$ cat src/rtl/ex_forward_ctrl_pkg.sv
// Shared types for the EX forwarding/hazard controller: register tags, select codes, match results.
package ex_forward_ctrl_pkg;
  localparam int REG_ADDR_W = 2;
  localparam int SEL_W      = 2;

  typedef enum logic [SEL_W-1:0] {
    SEL_RF    = 2'b00,
    SEL_EXMEM = 2'b01,
    SEL_MEMWB = 2'b10,
    SEL_IMM   = 2'b11
  } sel_e;

  // Fields needed to decide whether a slot produces a given source register.
  typedef struct packed {
    logic                  valid;
    logic                  wr_en;
    logic [REG_ADDR_W-1:0] rd;
  } key_t;

  typedef struct packed {
    key_t key;
    logic is_load;
  } tag_t;

  typedef struct packed {
    sel_e sel;
    logic hazard;
  } match_t;

  function automatic logic key_hit(key_t k, logic [REG_ADDR_W-1:0] rs);
    return k.valid & k.wr_en & (k.rd == rs);
  endfunction
endpackage

$ cat src/rtl/ex_forward_ctrl_fwd_match.sv
// Per-operand producer comparator. With FORWARDING_EN the nearest producer picks the
// bypass path and only a load in EX is a hazard; without it any in-flight producer stalls.
module fwd_match
  import ex_forward_ctrl_pkg::*;
(
  input  logic [REG_ADDR_W-1:0] i_rs,
  input  logic                  i_use,
  input  key_t                  i_ex,
  input  key_t                  i_mem,
`ifdef FORWARDING_EN
  input  logic                  i_ex_load,
`endif
  output match_t                o_match
);
  logic w_ex_hit;
  logic w_mem_hit;

  assign w_ex_hit  = i_use & key_hit(i_ex, i_rs);
  assign w_mem_hit = i_use & key_hit(i_mem, i_rs);

  always_comb begin
    o_match.sel    = SEL_RF;
    o_match.hazard = 1'b0;
`ifdef FORWARDING_EN
    // A load in EX has no data yet: it blocks the MEM-slot fallback too.
    if (w_ex_hit) begin
      if (i_ex_load) o_match.hazard = 1'b1;
      else           o_match.sel    = SEL_EXMEM;
    end else if (w_mem_hit) begin
      o_match.sel = SEL_MEMWB;
    end
`else
    o_match.hazard = w_ex_hit | w_mem_hit;
`endif
  end
endmodule

$ cat src/rtl/ex_forward_ctrl.sv
// Forwarding and load-use hazard controller for the 8-bit pipeline (EX/MEM/WB tag pipe).
// Optional bypassing is enabled by defining FORWARDING_EN; otherwise hazards stall.
module ex_forward_ctrl
  import ex_forward_ctrl_pkg::*;
(
  input  logic                  i_clk,
  input  logic                  i_rst,
  input  logic                  i_id_valid,
  input  logic [REG_ADDR_W-1:0] i_id_rs_a,
  input  logic [REG_ADDR_W-1:0] i_id_rs_b,
  input  logic                  i_id_use_a,
  input  logic                  i_id_use_b,
  input  logic                  i_id_imm_b,
  input  logic                  i_id_wr_en,
  input  logic [REG_ADDR_W-1:0] i_id_rd,
  input  logic                  i_id_is_load,
  input  logic                  i_flush,
  output logic                  o_stall,
  output logic                  o_fwd_a_s0,
  output logic                  o_fwd_a_s1,
  output logic                  o_fwd_b_s0,
  output logic                  o_fwd_b_s1,
  output logic                  o_ex_valid,
  output logic [7:0]            o_stall_cnt
);
  tag_t       r_ex, r_mem, r_wb;
  sel_e       r_sel_a, r_sel_b;
  logic       r_ex_valid;
  logic [7:0] r_stall_cnt;

  match_t w_ma, w_mb;
  logic   w_use_b, w_stall, w_adv;
  sel_e   w_sel_b;

  assign w_use_b = i_id_use_b & ~i_id_imm_b;

  fwd_match u_match_a (
    .i_rs      (i_id_rs_a),
    .i_use     (i_id_use_a),
    .i_ex      (r_ex.key),
    .i_mem     (r_mem.key),
`ifdef FORWARDING_EN
    .i_ex_load (r_ex.is_load),
`endif
    .o_match   (w_ma)
  );

  fwd_match u_match_b (
    .i_rs      (i_id_rs_b),
    .i_use     (w_use_b),
    .i_ex      (r_ex.key),
    .i_mem     (r_mem.key),
`ifdef FORWARDING_EN
    .i_ex_load (r_ex.is_load),
`endif
    .o_match   (w_mb)
  );

  assign w_stall = i_id_valid & ~i_flush & (w_ma.hazard | w_mb.hazard);
  assign w_adv   = i_id_valid & ~i_flush & ~w_stall;
  assign w_sel_b = i_id_imm_b ? SEL_IMM : w_mb.sel;

  always_ff @(posedge i_clk) begin
    if (i_rst) begin
      r_ex        <= '0;
      r_mem       <= '0;
      r_wb        <= '0;
      r_sel_a     <= SEL_RF;
      r_sel_b     <= SEL_RF;
      r_ex_valid  <= 1'b0;
      r_stall_cnt <= 8'd0;
    end else begin
      r_wb  <= r_mem;
      r_mem <= r_ex;
      // Bubbles carry all-zero tags and selects so EX never sees stale routing.
      if (w_adv) begin
        r_ex.key.valid <= 1'b1;
        r_ex.key.wr_en <= i_id_wr_en;
        r_ex.key.rd    <= i_id_rd;
        r_ex.is_load   <= i_id_is_load;
        r_sel_a        <= w_ma.sel;
        r_sel_b        <= w_sel_b;
      end else begin
        r_ex    <= '0;
        r_sel_a <= SEL_RF;
        r_sel_b <= SEL_RF;
      end
      r_ex_valid <= w_adv;
      if (w_stall && r_stall_cnt != 8'hFF) r_stall_cnt <= r_stall_cnt + 8'd1;
    end
  end

  assign o_stall     = w_stall;
  assign o_fwd_a_s0  = r_sel_a[0];
  assign o_fwd_a_s1  = r_sel_a[1];
  assign o_fwd_b_s0  = r_sel_b[0];
  assign o_fwd_b_s1  = r_sel_b[1];
  assign o_ex_valid  = r_ex_valid;
  assign o_stall_cnt = r_stall_cnt;

  // The WB slot is architectural bookkeeping only: the RF write covers that case.
  a_rst_clear: assert property (@(posedge i_clk) i_rst |=> (r_wb == '0 && !r_ex_valid));
  a_no_imm_a:  assert property (@(posedge i_clk) disable iff (i_rst) r_sel_a != SEL_IMM);
endmodule

$ cat config.mk
export PLATFORM = sky130hd
export DESIGN_NAME = ex_forward_ctrl
export DESIGN_NICKNAME = d
export VERILOG_FILES = /design/src/rtl/ex_forward_ctrl_pkg.sv /design/src/rtl/ex_forward_ctrl_fwd_match.sv /design/src/rtl/ex_forward_ctrl.sv
export SDC_FILE = /design/constraint.sdc
export NUM_CORES = 1
export LEC_CHECK = 0
export ABC_AREA = 1
export BUFFER_PORTS_ARGS = -buffer_cell sky130_fd_sc_hd__buf_2
export CORE_ASPECT_RATIO = 0.9
export CORE_MARGIN = 2
export CORE_UTILIZATION = 45
export CTS_CLUSTER_SIZE = 30
export DETAILED_ROUTE_END_ITERATION = 10
export PLACE_DENSITY = 0.71
export SETUP_SLACK_MARGIN = 0.4
export SLEW_MARGIN = 20
export SYNTH_ARGS = -nofsm -noshare
export SYNTH_HDL_FRONTEND = slang
export SYNTH_SLANG_ARGS = --single-unit
$ cat constraint.sdc
create_clock -name i_clk -period 1.6 [get_ports i_clk]
set_input_delay 0.32 -clock i_clk [delete_from_list [all_inputs] [get_ports i_clk]]
set_output_delay 0.32 -clock i_clk [all_outputs]
set_load 0.03 [all_outputs]
==> flow_summary.json <==
{
  "power.internal_w": 0.000543,
  "vias": 1065,
  "setup_tns_ns": -0.0535,
  "period_minus_slack_ns": 1.65,
  "diodes": 0,
  "final_cell_area_sq_um": 1440,
  "power_frac_seq_pct": 56.0,
  "clock_sinks": 17,
  "syn_avg_cell_area_sq_um": 6.19,
  "port_buffers": 25,
  "synthToLayoutAreaGrowth_pct": 41.4,
  "cts_max_level": 1,
  "endpoint_kind": "output pin",
  "critPathArrivalTime_ns": 1.33,
  "grt_pass1_wl_um": 4110,
  "insertion_delay_ns": 0.30,
  "fp-row-count": 16,
  "overflow": 0,
  "ys_warn_count": 0,
  "path_cells": "inv_2 > nand2_1 > nand2_1 > nand3_1 > nand2_1 > nand2_2 > a21oi_4 > buf_6",
  "synth_area_leaders": "dfxtp_1, nand2_1, inv_1",
  "required_ns": 1.28,
  "cts_tree": "yes",
  "syn_area_sq_um": 1010,
  "holdBufCountCts": 0,
  "clock_skew_ns": 0.00601,
  "grt_pass1_vias": 1021,
  "layout.nets": 215,
  "fin_ws_ns": -0.0535,
  "setup_viol": 1,
  "drive_above_1_share_pct": 47.0,
  "cpMostUsedCell": "nand2_1",
  "fillers": 198,
  "place_area_sq_um": 1230,
  "place_congestion": 0.815,
  "cp.buffers_inverters": 2,
  "synth.top_cell.area_share_pct": 33.5,
  "violations": "setup timing",
  "dieHeight_um": 49.1,
  "synth-seq-cells": 17,
  "synth_cell_type_count": 19,
  "p_comb_share_pct": 11.5,
  "synth_top_area_cell": "dfxtp_1",
  "switching_share_pct": 27.5,
  "antenna_found_initial": 0,
  "clockRootBuffer": "clkbuf_4",
  "ys.flop_type": "dfxtp_1",
  "grt_usage_pct": 20.5,
  "critical_path.max_stage_delay_ns": 0.35,
  "vdd_drop_max_mv": 0.553,
  "hold_class": "input port to flip-flop",
  "pin_count": 29,
  "worstSetupPathType": "flip-flop to output pin",
  "p_switching_w": 0.000206,
  "leakage_nw": 0.759,
  "synth-async-reset-ratio_pct": 0,
  "synth-edff-count": 0,
  "rsz0062_at_grt": "yes",
  "cts_made_buffers": 3,
  "ys_seq_area_share_pct": 33.5,
  "path_max_fanout": 3,
  "fin_crit_sh_pct": 103,
  "drt-wirelength-per-cell_um": 10.8,
  "path_delay_family": "flip-flops",
  "initial_core_util_pct": 46.9,
  "grt_max_degree": 12,
  "cts_max_path_buffers": 2,
  "fmax_mhz": 605,
  "cp_slowest_cell": "dfxtp_2",
  "hpwl_um": 1660,
  "critPathLaunchType": "flip-flop",
  "dr.pass1.iters": 4,
  "run_status": "finished with violations",
  "drc": 0,
  "drtAntennaViolNets": 0,
  "clock_power_share_pct": 32.5,
  "drt_iter0_drc": 12,
  "slew_violations": 0,
  "cap_violations": 0,
  "final-hold-violation-count": 0,
  "drt-total-wl_um": 2430,
  "fp.dieW_um": 54.1,
  "clk_pin_slew_ns": 0.11,
  "dieArea_sq_um": 2650,
  "core-area_sq_um": 2160,
  "viasPerCell": 4.73,
  "p_per_area_nw_per_um2": 522,
  "syn-instance-count": 164
}
cell usage after synthesis, types with 2 or more instances:
library cell	number
nand2_2	3
a21oi_1	4
inv_1	40
buf_4	4
nand3_2	2
nand3_1	9
nor2_2	3
nor2_1	19
nand4_1	9
dfxtp_1	17
inv_2	2
nand2_1	45
layout by cell type (no fill, tap or decap):
| cell type | netlist | final |
|---|---|---|
| dfxtp_2 | 0 | 6 |
| xnor2_1 | 1 | 1 |
| nor2_2 | 3 | 3 |
| a21oi_2 | 0 | 3 |
| nand3_4 | 0 | 1 |
| conb_1 | 1 | 2 |
| nand2_2 | 3 | 10 |
| nand4_4 | 0 | 1 |
| inv_4 | 0 | 1 |
| inv_2 | 2 | 12 |
| clkinv_1 | 1 | 1 |
| nand2_8 | 0 | 1 |
| nand3_1 | 9 | 5 |
| nand2_1 | 45 | 37 |
| nand3_2 | 2 | 5 |
| a21oi_4 | 0 | 1 |
| clkbuf_4 | 0 | 3 |
| inv_1 | 40 | 30 |
| buf_4 | 4 | 10 |
| nor2_1 | 19 | 18 |
| nand2_4 | 1 | 2 |
| buf_2 | 0 | 16 |
| nor2_4 | 0 | 1 |
| dfxtp_1 | 17 | 2 |
| nand4_1 | 9 | 9 |
| buf_6 | 0 | 7 |
| ha_4 | 0 | 1 |
| dfxtp_4 | 0 | 9 |
routing by layer:
metal	part of all wire (%)	vias up	GRT usage, %
li1	-	554	-
met1	44	486	26.0
met2	50	21	33.9
met3	3.6	4	2.76
met4	2.1	0	8.75
met5	0	-	0
power by group through the flow:
stage	registers [W]	clock network (W)	logic, W
3_3_place_gp	0.000432	0	0.0000777
3_5_place_dp	0.000433	0	0.0000808
2_1_floorplan	0.000436	0	0.0000481
4_1_cts	0.000423	0.000246	0.0000826
6_report	0.000420	0.000244	0.0000859
5_1_grt	0.000421	0.000273	0.0000967
kinds of logic (layout without fill, tap and decap cells):
logic type	Yosys count	after routing	share of synthesized area (%)
and+or+nand+nor	92	93	41.7
adders and majority gates	1	1	1.23
other	1	2	0.370
xor gates and xnor gates	1	1	0.863
AOI/OAI and AO/OA	4	4	1.97
buffers and inverters	48	80	20.3
DFF	17	17	33.5
state kept, by name (all words and copies together) (netlist names):
signal / count
o_stall_cnt: 8
r_ex: 4
r_mem: 4
r_sel_b: 1
worst paths after layout:
kind	startpoint	endpoint	slack (ns)	depth (start not counted)
setup / recovery	r_ex[2]	o_stall	-0.05	8
hold / removal	i_id_rd[1]	r_ex[2]	0.21	3
setup reg to reg	r_ex[2]	o_stall_cnt[1]	0.14	13
hold reg to reg	r_ex[4]	r_mem[4]	0.48	2
through the flow:
stage               utilization, %  power, W  setup WS (ns)  hold slack (ns)  instances
global route                  66.4  0.000791         -0.156            0.209        225
detailed placement            56.8  0.000514         0.0853            0.429        215
finish                        66.4  0.000749        -0.0535            0.209        225
floorplan                        -  0.000484          0.245            0.391        165
global placement              56.8  0.000510         0.0946            0.421        215
CTS                           62.7  0.000751        -0.0479            0.209        223
area by class of cell:
| class | count | area [sq um] | area share [%] |
|---|---|---|---|
| inverter | 43 | 161 | 11.2 |
| clock buffer | 3 | 22.5 | 1.57 |
| tap | 27 | 33.8 | 2.35 |
| clock inverter | 1 | 6.26 | 0.436 |
| timing repair buffer | 33 | 234 | 16.3 |
| multi-input combinational | 101 | 596 | 41.5 |
| sequential | 17 | 382 | 26.6 |
timing repair:
item                                    4_1_cts  5_1_grt
gates cloned                                  1        0
pin swaps                                     8       16
buffers inserted                              3        2
endpoints found under the setup margin       18       22
resized for setup                            25       30
worst min-delay path, cell delays in order:
cell and delay, ns:
buf_2 0.09, inv_1 0.04, nor2_1 0.03
Power figures use the tool's default switching activity.
